===== config.mk =====
export PLATFORM = sky130hd
export DESIGN_NAME = coin_change_dispenser
export DESIGN_NICKNAME = d
export VERILOG_FILES = /design/src/rtl/coin_change_dispenser_pkg.sv /design/src/rtl/coin_change_dispenser_tube.sv /design/src/rtl/coin_change_dispenser.sv
export SDC_FILE = /design/constraint.sdc
export NUM_CORES = 1
export LEC_CHECK = 0
export CAP_MARGIN = 20
export CELL_PAD_IN_SITES_DETAIL_PLACEMENT = 1
export CELL_PAD_IN_SITES_GLOBAL_PLACEMENT = 1
export CORE_UTILIZATION = 44
export DETAILED_ROUTE_END_ITERATION = 7
export GPL_TIMING_DRIVEN = 0
export PLACE_DENSITY_LB_ADDON = 0.1
export SETUP_SLACK_MARGIN = 0.05
export SLEW_MARGIN = 20
export SYNTH_ARGS = -nofsm -noshare
export SYNTH_HDL_FRONTEND = slang
export SYNTH_SLANG_ARGS = --single-unit

===== constraint.sdc =====
create_clock -name i_clk -period 5.4 [get_ports i_clk]
set_input_delay 1.08 -clock i_clk [delete_from_list [all_inputs] [get_ports i_clk]]
set_output_delay 1.08 -clock i_clk [all_outputs]
set_load 0.01 [all_outputs]

===== src/rtl/coin_change_dispenser_pkg.sv =====
// rtl/coin_change_dispenser_pkg.sv - shared vending definitions: money width, coin codes/values, FSM encodings
package coin_change_dispenser_pkg;

   // Money is counted in cents on an 8-bit unsigned datapath
   localparam int MONEY_W = 8;
   typedef logic [MONEY_W-1:0] money_t;

   // One-hot coin codes, bit order shared by coin_type and the empty flags
   localparam int COIN_W = 3;
   typedef logic [COIN_W-1:0] coin_t;

   localparam coin_t COIN_NONE    = 3'b000;
   localparam coin_t COIN_NICKEL  = 3'b001;
   localparam coin_t COIN_DIME    = 3'b010;
   localparam coin_t COIN_QUARTER = 3'b100;

   localparam money_t VAL_NICKEL  = 8'd5;
   localparam money_t VAL_DIME    = 8'd10;
   localparam money_t VAL_QUARTER = 8'd25;

   // Tube occupancy width, enough for a full tube of 15 coins
   localparam int TUBE_W = 4;
   typedef logic [TUBE_W-1:0] tube_cnt_t;

   // Dispenser FSM encodings
   localparam int ST_W = 3;
   localparam logic [2:0] ST_IDLE    = 3'd0;
   localparam logic [2:0] ST_SELECT  = 3'd1;
   localparam logic [2:0] ST_PRESENT = 3'd2;
   localparam logic [2:0] ST_DONE    = 3'd3;
   localparam logic [2:0] ST_FAIL    = 3'd4;

   // Cent value of a one-hot coin code; anything else is worth nothing
   function automatic money_t coin_value(input coin_t c);
      money_t v;
      case (c)
         COIN_NICKEL:  v = VAL_NICKEL;
         COIN_DIME:    v = VAL_DIME;
         COIN_QUARTER: v = VAL_QUARTER;
         default:      v = '0;
      endcase
      return v;
   endfunction

   // Only amounts that are whole nickels can ever be paid out exactly
   function automatic logic is_payable(input money_t m);
      return (m % VAL_NICKEL) == 8'd0;
   endfunction

endpackage


===== src/rtl/coin_change_dispenser_tube.sv =====
// rtl/coin_change_dispenser_tube.sv - one coin tube: load to full, decrement on eject, count and empty flag
module coin_tube_counter
   import coin_change_dispenser_pkg::*;
#(
   parameter int STOCK_MAX = 15
) (
   input  logic      i_clk,
   input  logic      i_clr,
   input  logic      i_load,
   input  logic      i_dec,
   output tube_cnt_t o_count,
   output logic      o_empty
);

   localparam tube_cnt_t FULL = tube_cnt_t'(STOCK_MAX);

   tube_cnt_t r_count;
   logic      r_empty;

   // Count and empty flag move together so empty is never a cycle late
   always_ff @(posedge i_clk) begin
      if (i_clr || i_load) begin
         r_count <= FULL;
         r_empty <= (FULL == '0);
      end else if (i_dec && (r_count != '0)) begin
         r_count <= r_count - tube_cnt_t'(1);
         r_empty <= (r_count == tube_cnt_t'(1));
      end
   end

   assign o_count = r_count;
   assign o_empty = r_empty;

endmodule


===== src/rtl/coin_change_dispenser.sv =====
// rtl/coin_change_dispenser.sv - greedy change payout FSM over three coin tubes
module coin_change_dispenser
   import coin_change_dispenser_pkg::*;
#(
   parameter int STOCK_MAX = 15
) (
   input  logic               i_clk,
   input  logic               i_clr,
   input  logic               i_start,
   input  logic [MONEY_W-1:0] i_change_amount,
   input  logic               i_restock,
   input  logic               i_coin_ack,
   output logic               o_coin_valid,
   output logic [COIN_W-1:0]  o_coin_type,
   output logic               o_busy,
   output logic               o_done,
   output logic               o_err,
   output logic [MONEY_W-1:0] o_remaining,
   output logic [COIN_W-1:0]  o_empty
);

   logic [ST_W-1:0] r_state;
   money_t          r_remaining;
   logic            r_coin_valid;
   coin_t           r_coin_type;
   logic            r_busy;
   logic            r_done;
   logic            r_err;

   tube_cnt_t w_cnt_n;
   tube_cnt_t w_cnt_d;
   tube_cnt_t w_cnt_q;
   logic      w_empty_n;
   logic      w_empty_d;
   logic      w_empty_q;
   logic      w_load;
   logic      w_eject;
   logic      w_dec_n;
   logic      w_dec_d;
   logic      w_dec_q;
   coin_t     w_pick;
   money_t    w_coin_val;

   // Refill is only honoured between requests; a coin leaves its tube on the acked PRESENT cycle
   assign w_load     = (r_state == ST_IDLE) && i_restock;
   assign w_eject    = (r_state == ST_PRESENT) && i_coin_ack;
   assign w_dec_n    = w_eject && r_coin_type[0];
   assign w_dec_d    = w_eject && r_coin_type[1];
   assign w_dec_q    = w_eject && r_coin_type[2];
   assign w_coin_val = coin_value(r_coin_type);

   coin_tube_counter #(.STOCK_MAX(STOCK_MAX)) u_tube_nickel (
      .i_clk   (i_clk),
      .i_clr   (i_clr),
      .i_load  (w_load),
      .i_dec   (w_dec_n),
      .o_count (w_cnt_n),
      .o_empty (w_empty_n)
   );

   coin_tube_counter #(.STOCK_MAX(STOCK_MAX)) u_tube_dime (
      .i_clk   (i_clk),
      .i_clr   (i_clr),
      .i_load  (w_load),
      .i_dec   (w_dec_d),
      .o_count (w_cnt_d),
      .o_empty (w_empty_d)
   );

   coin_tube_counter #(.STOCK_MAX(STOCK_MAX)) u_tube_quarter (
      .i_clk   (i_clk),
      .i_clr   (i_clr),
      .i_load  (w_load),
      .i_dec   (w_dec_q),
      .o_count (w_cnt_q),
      .o_empty (w_empty_q)
   );

   // Greedy choice: largest coin that fits in what is owed and is still in stock
   always_comb begin
      w_pick = COIN_NONE;
      if ((r_remaining >= VAL_QUARTER) && (w_cnt_q != '0)) begin
         w_pick = COIN_QUARTER;
      end else if ((r_remaining >= VAL_DIME) && (w_cnt_d != '0)) begin
         w_pick = COIN_DIME;
      end else if ((r_remaining >= VAL_NICKEL) && (w_cnt_n != '0)) begin
         w_pick = COIN_NICKEL;
      end
   end

   // Request sequencing: accept, pick, present until acked, then finish or fail
   always_ff @(posedge i_clk) begin
      if (i_clr) begin
         r_state      <= ST_IDLE;
         r_remaining  <= '0;
         r_coin_valid <= 1'b0;
         r_coin_type  <= COIN_NONE;
         r_busy       <= 1'b0;
         r_done       <= 1'b0;
         r_err        <= 1'b0;
      end else begin
         case (r_state)
            ST_IDLE: begin
               if (i_start) begin
                  r_remaining <= i_change_amount;
                  r_busy      <= 1'b1;
                  r_state     <= is_payable(i_change_amount) ? ST_SELECT : ST_FAIL;
               end
            end

            ST_SELECT: begin
               if (w_pick != COIN_NONE) begin
                  r_coin_valid <= 1'b1;
                  r_coin_type  <= w_pick;
                  r_state      <= ST_PRESENT;
               end else if (r_remaining == '0) begin
                  r_done  <= 1'b1;
                  r_state <= ST_DONE;
               end else begin
                  r_done  <= 1'b1;
                  r_err   <= 1'b1;
                  r_state <= ST_FAIL;
               end
            end

            ST_PRESENT: begin
               if (i_coin_ack) begin
                  if (r_remaining >= w_coin_val) begin
                     r_remaining <= r_remaining - w_coin_val;
                  end
                  r_coin_valid <= 1'b0;
                  r_coin_type  <= COIN_NONE;
                  r_state      <= ST_SELECT;
               end
            end

            ST_DONE: begin
               r_done  <= 1'b0;
               r_busy  <= 1'b0;
               r_state <= ST_IDLE;
            end

            ST_FAIL: begin
               // An unpayable amount arrives here straight from IDLE without its pulse,
               // so FAIL shows the pulse first and only then returns to IDLE
               if (!r_err) begin
                  r_done <= 1'b1;
                  r_err  <= 1'b1;
               end else begin
                  r_done  <= 1'b0;
                  r_err   <= 1'b0;
                  r_busy  <= 1'b0;
                  r_state <= ST_IDLE;
               end
            end

            default: begin
               r_coin_valid <= 1'b0;
               r_coin_type  <= COIN_NONE;
               r_done       <= 1'b0;
               r_err        <= 1'b0;
               r_busy       <= 1'b0;
               r_state      <= ST_IDLE;
            end
         endcase
      end
   end

   assign o_coin_valid = r_coin_valid;
   assign o_coin_type  = r_coin_type;
   assign o_busy       = r_busy;
   assign o_done       = r_done;
   assign o_err        = r_err;
   assign o_remaining  = r_remaining;
   assign o_empty      = {w_empty_q, w_empty_d, w_empty_n};

endmodule


Word-level counts from Yosys, hierarchy flattened --
Cells that the tools add are included.
Operators by class: bitwise gates (word level) 4, multiplexer cells 30, reduce and logical (&&, ||, !) cells 30, equality and inequality tests 17, magnitude comparators 4, div/mod/pow operators 1, add/subtract/negate cells 4
Operators by type and width (number):
- $mux W3 | 9
- $mux W8 | 3
- $logic_not A8 Y1 | 2
- $pmux W8 S2 | 1
- $pmux W5 S3 | 1
- $eq A4 B1 Y1 const B | 3
- $ne A2 B2 Y1 const B | 6
- $pmux W1 S3 | 4
- $pmux W3 S4 | 1
- $reduce_and A3 Y1 | 4
- $reduce_bool A4 Y1 | 3
- $sub A4 B1 Y4 const B | 3
- $logic_and A1 B1 Y1 | 11
- $eq A3 B2 Y1 const B | 3
- $mux W1 | 9
- $pmux W3 S3 | 1
- $ge A8 B3 Y1 const B | 1
- $ge A8 B4 Y1 const B | 1
- $ge A8 B5 Y1 const B | 1
- $ge A8 B8 Y1 | 1
- $mod A8 B3 Y8 const B | 1
- $sub A8 B8 Y8 | 1
- $eq A3 B1 Y1 const B | 2
- $eq A3 B3 Y1 const B | 2
- 11 further kinds | 16
Storage, ports and cells: register bits 33, output and inout bits 18, bits of input ports 13

Logic depth before layout (Yosys ltp) --
Gate-level depths: netlist of run 1.
depth in word-level cells 8, mapped depth 12, depth with buffers taken out 12

By module --
From an unflattened synthesis of run 1, not the netlist that was laid out.
Second synthesis, totals: cells, all modules 332, area, all modules 2677.6 µm²
By module, submodules not included:
- coin_change_dispenser | cells each 245, area each 1863.0 µm², instances 1
- coin_tube_counter | cells each 29, area each 271.5 µm², instances 3

Worst setup path before layout of run 1 --
No wires, ideal clock.
path type input -> register, start point input i_change_amount[3], end point register r_state[2], data arrival time 3113 ps, stages on the path 12, buffers on the path 2, path slack 2173 ps, cell sequence buf_4 clkbuf_1 nand2b_1 nand3_1 a31o_2 nand3_1 inv_1 ha_1 o21ai_0 a2111oi_0 o21ai_0 a21o_1
On the way: word-level cells in the longest chain between the ends 5
Ends and longest elaborated chain:
- start, declared | RTL line coin_change_dispenser.sv:10 | input logic [MONEY_W-1:0] i_change_amount,
- $mod A8 B3 Y8 | RTL line coin_change_dispenser_pkg.sv:47 | return (m % VAL_NICKEL) == 8'd0;
- $logic_not A8 Y1 | RTL line coin_change_dispenser_pkg.sv:47
- $mux W3 | RTL line coin_change_dispenser.sv:107 | r_state <= is_payable(i_change_amount) ? ST_SELECT : ST_FAIL;
- $mux W3 | RTL line coin_change_dispenser.sv:104 | if (i_start) begin
- $pmux W3 S4 | RTL line coin_change_dispenser.sv:102 | case (r_state)
- end signal, assigned | RTL line coin_change_dispenser.sv:107
- end, declared | RTL line coin_change_dispenser.sv:22 | logic [ST_W-1:0] r_state;
Every way passes these cells. The select of a mux whose other input is x is not followed. A chain may end at the register's enable or synchronous reset.

Final worst setup path of run 1 --
start point input i_change_amount[5], end point register r_state[2]
The elaborated chain is that of the path after synthesis.

==> impl_results.md, run 1 <==
- Synth-to-Final Area Change: 18.3%
- Num CTS Buffers: 5
- Worst path arrival time: 4.12 ns
- Setup crit start kind: primary input
- Total gr overflow: 0
- Most numerous cell in the Yosys netlist: nand2_1
- Vias in the first global route: 2,579
- Hold WC Path Type: reg2reg
- Synth unique cells: 62
- Max incr delay on CP: 0.57 ns
- Final Setup Violations: 0
- Crit path max-delay family: compound AO/OA/AOI/OAI gates
- Cells along the critical path: clkdlybuf4s50_1, buf_4, nor4b_2, a211oi_1, a31o_2, nand3_1, inv_1, ha_1, o21ai_0, a2111oi_0, o21ai_0, a21o_1
- Ys Warns: 0
- Gr usage total: 0.258
- Routed wire length: 7220 um
- Largest area contributor in the synthesized netlist: dfxtp_1
- Number of synthesized flops with an enable pin: 0
- Max-cap violations: 0
- Sequential share of the synthesized area: 0.266
- Post-Syn Instances: 325
- Die footprint: 0.00595 mm^2
- Setup Skew: 0.00561 ns
- Post-CTS sizing: 0
- Final layout net count: 387
- Slowest CP cell: a2111oi_0
- Endpoint type of the worst setup path: flop
- WS Path Type: in2reg
- Post-CTS Setup Bufs: 0
- Final hold vios: 0
- Slew headroom: 0.596
- Die X: 77.1 um
- Register area: 661 um^2
- Top FF cell, synth: dfxtp_1
- R2R setup slack: 2.27 ns
- # rows: 26
- Chip Height: 77.1 um
- Asr flop ratio synth: 0
- Multi-input logic area: 0.00165 mm^2
- HPWL after detailed placement: 5470 um
- Core area: 0.00527 mm^2
- Routed Antenna Nets: 0
- CP required: 5.59 ns
- Clock slew at reported path FFs: 0.07 ns
- H-tree depth reported by CTS: 2
- Syn_area_per_cell: 7.64 um^2
- First-pass GRT wire length: 12,400 um
- XOR/XNOR Fraction of Synth Area: 0.0529
- RSZ-0062 raised after global routing: no
- Non-filler instance count after layout: 431
- CTS tree: yes
- TritonRoute pass-1 iters: 4
- R2r endpoint: o_remaining[3]
- Final Max Slew Viols: 0
- Adder-Cell Fraction of Synth Area: 0.0736
- Routed WL per cell: 16.7 um
- Synth cell count leaders: nand2_1, dfxtp_1, nor2_1
- PD cells: 269 mW/mm^2
- VDD IR max: 223 uV
- Initial Utilization: 0.471
- I/O Pins: 31
- LEAKAGE: 1.17 nW
- Inserted Diodes: 0
- Hold_sp: o_busy
- Main combinational cell family by area after synthesis: simple AND/OR/NAND/NOR gates
- DR vias/cell: 5.88
- Syn nets: 352
- Period utilisation layout: 0.727
- Hold path depth: 2
- Clock latency at the later pin of the worst-skew pair: 0.29 ns
- Crit path max fanout: 10
- Post-Syn Area: 0.00248 mm^2
- Worst Tran Pin Value: 0.597 ns
- WP buf/inv: 3
- Clock Path Buffers: 2
- FMAX: 255 MHz
- Simple-gate share of the synthesized area: 0.294
- Hold slack final: 0.478 ns
- Hold EP: o_busy
- Post-CTS Hold Fix Bufs: 0
- Largest net degree at the start of global routing: 12
- DRT iter0 DRCs: 164
- TritonCTS Sinks: 33
- Cell area after layout: 0.00294 mm^2
- DP Area: 0.00285 mm^2
- Post-route minimum period: 3.93 ns
- Mux share of post-synthesis cell area: 0.0121
- Initial antenna violation count: 0
- Outcome: completed
- Routed via count: 2,535
- CTS root buffer: clkbuf_8
- Fillcell total: 683
- RR Startpoint: o_coin_type[0]
- Synth area leaders: dfxtp_1, ha_1, nand2_1
- Top cell type's share of synthesized area: 0.266
- Flops & latches, synth: 33
- Synth Area in Compound Gates: 0.231
- Most frequent CP cell: o21ai_0
- # DRC: 0
- Port bufs: 28
- GP Congestion: 0.816
- Share of cells above drive strength 1: 0.0748
- # placed instances: 423
- Cells on worst reg2reg path: 11
- Pwr Total: 0.791 mW
- Final TNS setup: 0 ns
power breakdown:
group | internal [mW] | total (mW) | switching, mW
registers | 0.265 | 0.296 | 0.0306
clock network | 0.0891 | 0.194 | 0.105
logic | 0.131 | 0.301 | 0.171
total | 0.485 | 0.791 | 0.306
layer usage:
metal,vias to the layer above,share of wire,track usage
li1,1236,-,-
met1,1242,0.46,0.331
met2,53,0.48,0.439
met3,4,0.049,0.0548
met4,0,0.0053,0.0604
met5,-,0,0
worst reg2reg max path, cell delays in order (launching register included):
cell and delay (ns):
dfxtp_1 0.46, or3b_2 0.49, nand2_1 0.08, ha_1 0.19
fa_1 0.20, nor2b_1 0.06, o21ai_0 0.15, nand2b_1 0.12
a211oi_1 0.52, a41oi_2 0.43, o311a_1 0.22, nor3_1 0.14
layout make-up:
type | count | share of cell area
Buffer | 19 | 0.0319
Clock buffer | 5 | 0.0234
Clock inverter | 3 | 0.00596
Inverter | 22 | 0.0281
Multi-Input combinational cell | 251 | 0.560
Sequential cell | 33 | 0.225
Tap cell | 70 | 0.0298
Timing Repair Buffer | 28 | 0.0954
flip-flops by register name (all words and copies together), names as in the netlist:
register,cells
o_busy,1
o_coin_type,3
o_coin_valid,1
o_done,1
o_err,1
o_remaining,8
r_state,3
u_tube_dime.o_count,4
u_tube_dime.o_empty,1
u_tube_nickel.o_count,4
u_tube_nickel.o_empty,1
u_tube_quarter.o_count,4
u_tube_quarter.o_empty,1
logic make-up after synthesis:
kind of cell | Yosys count
AOI/OAI and AO/OA | 82
xor gates and xnor gates | 15
muxes | 3
and+or+nand+nor | 137
adders and majority gates | 14
buffers and inverters | 41
DFF | 33
placed cells by master (no fill, tap or decap), types with 2 or more instances in the layout:
cell / count
o21a_1: 3
clkinv_2: 2
clkbuf_1: 10
buf_2: 3
nor3b_1: 3
or3b_2: 2
a211oi_1: 5
nor4bb_1: 5
nor3_1: 10
dfxtp_1: 33
a21o_1: 3
a21oi_1: 18
a32oi_1: 4
nand3_1: 6
and3_1: 4
nand2b_1: 5
nand4_1: 4
inv_1: 22
and3b_1: 2
o22ai_1: 2
o21ai_0: 17
nor4_1: 4
buf_4: 5
nor4b_2: 2
a22o_1: 2
xnor2_1: 14
and2_1: 4
nor2_1: 33
a31oi_1: 3
or2_2: 2
clkbuf_8: 5
nor2b_1: 5
mux2i_1: 3
or3_1: 2
clkdlybuf4s50_1: 28
nand2_1: 38
o311ai_0: 2
nor4b_1: 2
o211ai_1: 5
ha_1: 13
worst max path at each step:
stage	cells past startpoint	slack, ns	from	endpoint
4_1_cts	12	1.45	i_change_amount[5]	r_state[2]
3_3_place_gp	12	1.24	i_change_amount[5]	r_state[2]
5_1_grt	12	1.07	i_change_amount[5]	r_state[2]
3_5_place_dp	12	1.19	i_change_amount[5]	r_state[2]
6_report	12	1.47	i_change_amount[5]	r_state[2]
2_1_floorplan	12	2.17	i_change_amount[3]	r_state[2]
through the flow:
| step | util | setup WS [ns] |
|---|---|---|
| after floorplan | - | 2.17 |
| after global placement | 0.541 | 1.24 |
| after detailed placement | 0.541 | 1.19 |
| after CTS | 0.557 | 1.45 |
| after global routing | 0.557 | 1.07 |
| final | 0.557 | 1.47 |
No activity file was read; power rests on OpenSTA's default activity.
==> inputs of run 2 (changes only) <==
--- a/config.mk
+++ b/config.mk
@@ -8,7 +8,7 @@
 export CAP_MARGIN = 20
 export CELL_PAD_IN_SITES_DETAIL_PLACEMENT = 1
 export CELL_PAD_IN_SITES_GLOBAL_PLACEMENT = 1
-export CORE_UTILIZATION = 44
+export CORE_UTILIZATION = 37
 export DETAILED_ROUTE_END_ITERATION = 7
 export GPL_TIMING_DRIVEN = 0
 export PLACE_DENSITY_LB_ADDON = 0.1
==> constraint.sdc (replaced) <==
create_clock -name i_clk -period 3.3 [get_ports i_clk]
set_input_delay 0.66 -clock i_clk [delete_from_list [all_inputs] [get_ports i_clk]]
set_output_delay 0.66 -clock i_clk [all_outputs]
set_load 0.01 [all_outputs]
==> impl_results.md, run 2 (synthesis gave the netlist of run 1 again) <==
- Die X: 83.9 um (+8.8%)
- FMAX: 326 MHz
- Die footprint: 0.00704 mm^2 (+18%)
- Final Max Slew Viols: 0 (unchanged)
- Max reg flops: 8 (unchanged)
- Slowest CP cell: clkdlybuf4s50_1
- Routed via count: 2,470 (-2.6%)
- Post-layout util: 0.466 (-0.0916)
- Chip Height: 83.9 um (+8.8%)
- WS Path Type: in2reg
- Max-cap violations: 0 (unchanged)
- Routed WL per cell: 15.7 um (-5.9%)
- Register area: 661 um^2 (unchanged)
- Post-CTS Setup Bufs: 0 (unchanged)
- TritonCTS Sinks: 33 (unchanged)
- Routed Antenna Nets: 0 (unchanged)
- Clock latency at the later pin of the worst-skew pair: 0.29 ns (about the same)
- Final layout net count: 387 (unchanged)
- Core area: 0.00642 mm^2 (+22%)
- Gr usage total: 0.206 (-0.0525)
- # DRC: 2 (+2)
- RSZ-0062 raised after global routing: no
- HPWL after detailed placement: 5300 um (-3.2%)
- I/O Pins: 31 (unchanged)
- GP Congestion: 0.798 (-2.3%)
- Worst path arrival time: 3.25 ns (-0.87 ns)
- Post-Place Worst Slack: -0.495 ns (-1.68 ns)
- Hold WC Path Type: reg2reg
- Max incr delay on CP: 0.56 ns (about the same)
- Most frequent CP cell: o21ai_1
- Routed wire length: 6900 um (-4.4%)
- LEAKAGE: 1.21 nW (+3.5%)
- Multi-input logic area: 0.00167 mm^2 (+1.6%)
- CTS root buffer: clkbuf_8
- Num CTS Buffers: 5 (unchanged)
- H-tree depth reported by CTS: 2 (unchanged)
- Clock slew at reported path FFs: 0.07 ns (about the same)
- Slew headroom: 0.575 (-0.0205)
- VDD IR max: 278 uV (+24%)
- Post-CTS Hold Fix Bufs: 0 (unchanged)
- Post-route minimum period: 3.06 ns
- Share of cells above drive strength 1: 0.0803 (+0.00554)
- Inserted Diodes: 0 (unchanged)
- Outcome: complete, but fails checks
- Fillcell total: 816 (+19%)
- # rows: 29 (+12%)
- Vias in the first global route: 2,447 (-5.1%)
- Cells along the critical path: clkdlybuf4s50_1, buf_6, nor4bb_2, a211oi_1, a31o_2, nand3_1, inv_1, ha_1, o21ai_1, a2111oi_2, o21ai_1, a21o_1
- WP buf/inv: 3 (unchanged)
- Pwr Total: 1.28 mW (+62%)
- Most common cell after layout, fill and taps aside: nand2_1
- Final setup margin: 0.236 ns (-1.24 ns)
- PD cells: 429 mW/mm^2 (+60%)
- Endpoint type of the worst setup path: flop
- Hold slack final: 0.489 ns (+0.0108 ns)
- Largest net degree at the start of global routing: 11 (-1)
- Initial antenna violation count: 0 (unchanged)
- Crit path max fanout: 10 (unchanged)
- DRT iter0 DRCs: 85 (-48%)
- Final Setup Violations: 0 (unchanged)
- Failing checks: DRC
- Setup crit start kind: primary input
- Commonest non-fill, non-tap cells in the layout: nand2_1, nor2_1, dfxtp_1
- CTS tree: yes
- TritonRoute pass-1 iters: 6 (+2)
- Period utilisation layout: 0.928
- DR vias/cell: 5.64 (-4.1%)
- Clock Path Buffers: 2 (unchanged)
- Total gr overflow: 0 (unchanged)
- First-pass GRT wire length: 11,800 um (-5.4%)
- Worst Tran Pin Value: 0.627 ns (+0.0303 ns)
- CP required: 3.49 ns (-2.10 ns)
- Setup Skew: 0.00298 ns (-0.00263 ns)
- Initial Utilization: 0.387 (-0.0846)
- Crit path max-delay family: compound AO/OA/AOI/OAI gates
- Final hold vios: 0 (unchanged)
- Port bufs: 28 (unchanged)
- Synth-to-Final Area Change: 20.5%
[run 2: cell types whose count changed in the layout (fill, tap and decap cells not counted), sizes merged]
| cell | change |
|---|---|
| clkdlybuf4s50 | -3 |
| dlymetal6s2s | +3 |
| clkbuf | +2 |
| buf | -1 |
| clkinvlp | -1 |
[run 2: area by class of cell]
| cell class | count | share of cell area |
|---|---|---|
| buffer | 19 | 0.0364 |
| clock buffer | 6 | 0.0243 |
| clock inverter | 2 | 0.00335 |
| inverter | 22 | 0.0276 |
| multi-input combinational | 251 | 0.559 |
| sequential | 33 | 0.221 |
| tap | 77 | 0.0322 |
| timing repair buffer | 28 | 0.0962 |
[run 2: repair_timing]
| item | 4_1_cts | 5_1_grt |
|---|---|---|
| endpoints found under the setup margin | 2 | 9 |
| resized for setup | 5 | 10 |
| pin swaps | 1 | 1 |
| cloned | 0 | 0 |
[run 2: worst min-delay path, delay by kind of cell (launching register included)]
family	cells	cell delay [ns]
and+or+nand+nor	2	0.12
DFF	1	0.33
[run 2: final timing paths]
| check | endpoint | slack, ns | from | cells past startpoint |
|---|---|---|---|---|
| max | r_state[2] | 0.24 | i_change_amount[4] | 12 |
| min | o_busy | 0.49 | o_busy | 2 |
| max reg2reg | o_remaining[0] | 0.35 | o_coin_type[0] | 11 |
| min reg2reg | o_busy | 0.49 | o_busy | 2 |
[run 2: stage by stage]
| step | TNS, ns | cells | area [um^2] |
|---|---|---|---|
| 6_report | 0 | 438 | 2990 |
| 4_1_cts | 0 | 438 | 2960 |
| 5_1_grt | 0 | 438 | 2990 |
| 3_3_place_gp | -0.890 | 430 | 2860 |
| 2_1_floorplan | 0 | 325 | 2480 |
| 3_5_place_dp | -0.978 | 430 | 2860 |
[run 2: report_power, final]
part	internal (mW)	switching, mW	leakage (nW)
Combinational	0.220	0.280	0.899
Sequential	0.434	0.0480	0.269
Clock	0.146	0.157	0.0450
Total	0.800	0.485	1.21
[run 2: layer usage]
layer | up-vias | track usage | wire (um)
met5 | - | 0 | 0
met4 | 0 | 0.0470 | 59
met3 | 7 | 0.0297 | 189
met2 | 34 | 0.327 | 2960
met1 | 1201 | 0.292 | 3680
li1 | 1228 | - | -
==> inputs of run 3 (changes only) <==
--- a/config.mk
+++ b/config.mk
@@ -11,7 +11,8 @@
 export CORE_UTILIZATION = 37
 export DETAILED_ROUTE_END_ITERATION = 7
 export GPL_TIMING_DRIVEN = 0
-export PLACE_DENSITY_LB_ADDON = 0.1
+export MAX_ROUTING_LAYER = met4
+export PLACE_DENSITY = 0.74
 export SETUP_SLACK_MARGIN = 0.05
 export SLEW_MARGIN = 20
 export SYNTH_ARGS = -nofsm -noshare
==> impl_results.md, run 3 (synthesis gave the netlist of run 1 again) <==
- Outcome: completed
- Largest net degree at the start of global routing: 11 (unchanged)
- # DRC: 0 (-2)
- WP buf/inv: 3 (unchanged)
- H-tree depth reported by CTS: 2 (unchanged)
- Port bufs: 28 (unchanged)
- Commonest non-fill, non-tap cells in the layout: nand2_1, nor2_1, dfxtp_1
- Fillcell total: 795 (-2.6%)
- Cells along the critical path: clkdlybuf4s50_1, buf_6, and4bb_1, a211oi_1, a31o_2, nand3_1, inv_1, ha_1, a21oi_1, a2111oi_2, o21ai_0, a21o_1
- CP startpoint: i_change_amount[6]
- Routed wire length: 6910 um (+0.13%)
- Post-CTS Setup Bufs: 0 (unchanged)
- WS Path Type: in2reg
- CP required: 3.48 ns (about the same)
- Crit path max fanout: 10 (unchanged)
- Cells on worst reg2reg path: 11 (unchanged)
- Total gr overflow: 0 (unchanged)
- Hold_sp: o_busy
- DR vias/cell: 5.60 (-0.66%)
- Clock Path Buffers: 2 (unchanged)
- Vias in the first global route: 2,403 (-1.8%)
- Routed via count: 2,448 (-0.89%)
- DRT iter0 DRCs: 53 (-38%)
- I/O Pins: 31 (unchanged)
- CTS tree: yes
- Hold slack final: 0.484 ns (-0.00477 ns)
- Worst path arrival time: 3.22 ns (-0.03 ns)
- Synth-to-Final Area Change: 20.3%
- Die footprint: 0.00704 mm^2 (unchanged)
- # placed instances: 430 (unchanged)
- RR Startpoint: o_coin_type[0]
- Non-filler instance count after layout: 437 (-0.23%)
- LEAKAGE: 1.19 nW (-1.6%)
- Initial antenna violation count: 0 (unchanged)
- PD cells: 433 mW/mm^2 (+0.87%)
- Final layout net count: 387 (unchanged)
- VDD IR max: 168 uV (-39%)
- Final Max Slew Viols: 0 (unchanged)
- Clock slew at reported path FFs: 0.07 ns (about the same)
- Post-CTS Hold Fix Bufs: 0 (unchanged)
- CTS root buffer: clkbuf_8
- Final Setup Violations: 0 (unchanged)
- Setup crit start kind: primary input
- Max incr delay on CP: 0.52 ns (-0.04 ns)
- Slew headroom: 0.593 (+0.0181)
- Hold path depth: 2 (unchanged)
- RSZ-0062 raised after global routing: yes
- Pwr Total: 1.29 mW (+0.70%)
- GP Congestion: 0.857 (+7.4%)
- Hold WC Path Type: reg2reg
- TritonCTS Sinks: 33 (unchanged)
- Slowest CP cell: clkdlybuf4s50_1
- Post-route minimum period: 3.04 ns (-0.0223 ns)
- Critical Path Stages: 12 (unchanged)
- Worst Tran Pin Value: 0.605 ns (-0.0219 ns)
- Routed WL per cell: 15.8 um (+0.36%)
- Max-cap violations: 0 (unchanged)
- Max reg flops: 8 (unchanged)
- Most common cell after layout, fill and taps aside: nand2_1
- Routed Antenna Nets: 0 (unchanged)
- TritonRoute pass-1 iters: 4 (-2)
- Period utilisation layout: 0.922 (-0.00674)
- Inserted Diodes: 0 (unchanged)
- Setup Skew: 0.00318 ns (+0.000202 ns)
- Gr usage total: 0.210 (+0.00459)
- Die X: 83.9 um (unchanged)
- Core area: 0.00642 mm^2 (unchanged)
- Register area: 661 um^2 (unchanged)
- HPWL after detailed placement: 5300 um (about the same)
- Chip Height: 83.9 um (unchanged)
- Clock latency at the later pin of the worst-skew pair: 0.28 ns (about the same)
- Share of cells above drive strength 1: 0.0778 (-0.00255)
- Num CTS Buffers: 5 (unchanged)
- Final hold vios: 0 (unchanged)
- Endpoint type of the worst setup path: flop
- # rows: 29 (unchanged)
- Initial Utilization: 0.387 (unchanged)
- Multi-input logic area: 0.00167 mm^2 (unchanged)
- First-pass GRT wire length: 11,700 um (-0.82%)
- Crit path max-delay family: compound AO/OA/AOI/OAI gates
- FMAX: 329 MHz (+0.73%)
[run 3: cell types whose count changed in the layout (fill, tap and decap cells not counted), sizes merged]
cell,previous run,this run
dlymetal6s2s,3,1
clkinv,2,0
clkdlybuf4s50,25,27
buf,8,9
[run 3: worst register-to-register path: stages, from the launching register on]
cell	delay, ns
dfxtp_1	0.44
or3b_2	0.50
nand2_1	0.09
ha_1	0.18
fa_1	0.19
nor2b_1	0.06
o21ai_0	0.15
nand2b_1	0.12
a211oi_2	0.39
a41oi_2	0.39
mux2i_1	0.27
nor2_1	0.05
[run 3: timing repair]
item / 4_1_cts / 5_1_grt
pin swaps: 0 / 1
setup endpoints to repair: 2 / 9
resized for setup: 8 / 3
[run 3: worst paths after layout]
kind	to	slack, ns
min reg2reg	o_busy	0.48
max	r_state[2]	0.26
max reg2reg	o_remaining[0]	0.33
min	o_busy	0.48
[run 3: final cells by class]
| class | count | share of cell area |
|---|---|---|
| repair buffers | 28 | 0.0947 |
| plain buffers | 19 | 0.0352 |
| inverters | 22 | 0.0276 |
| flip-flops and latches | 33 | 0.221 |
| multi-input cells | 251 | 0.560 |
| clock buffers | 7 | 0.0289 |
| well taps | 77 | 0.0323 |
[run 3: metrics by stage]
step	instance area [um^2]	setup WS (ns)	utilization	setup TNS, ns
floorplan	2480	0.493	-	0
finish	2990	0.259	0.465	0
detailed placement	2860	-0.470	0.445	-0.889
global placement	2860	-0.380	0.445	-0.706
CTS	2980	0.0605	0.464	0
global route	2990	0.0450	0.465	0
[run 3: report_power, final]
group | internal (mW) | switching [mW] | leakage [nW]
logic | 0.220 | 0.282 | 0.880
clock network | 0.166 | 0.144 | 0.0443
registers | 0.434 | 0.0479 | 0.269
total | 0.819 | 0.475 | 1.19
[run 3: routing by layer]
metal	global-route usage	vias up	wire length, um
li1	-	1231	-
met1	0.260	1183	3360
met2	0.361	26	3370
met3	0.0297	8	104
met4	0.0502	0	65
met5	-	-	0
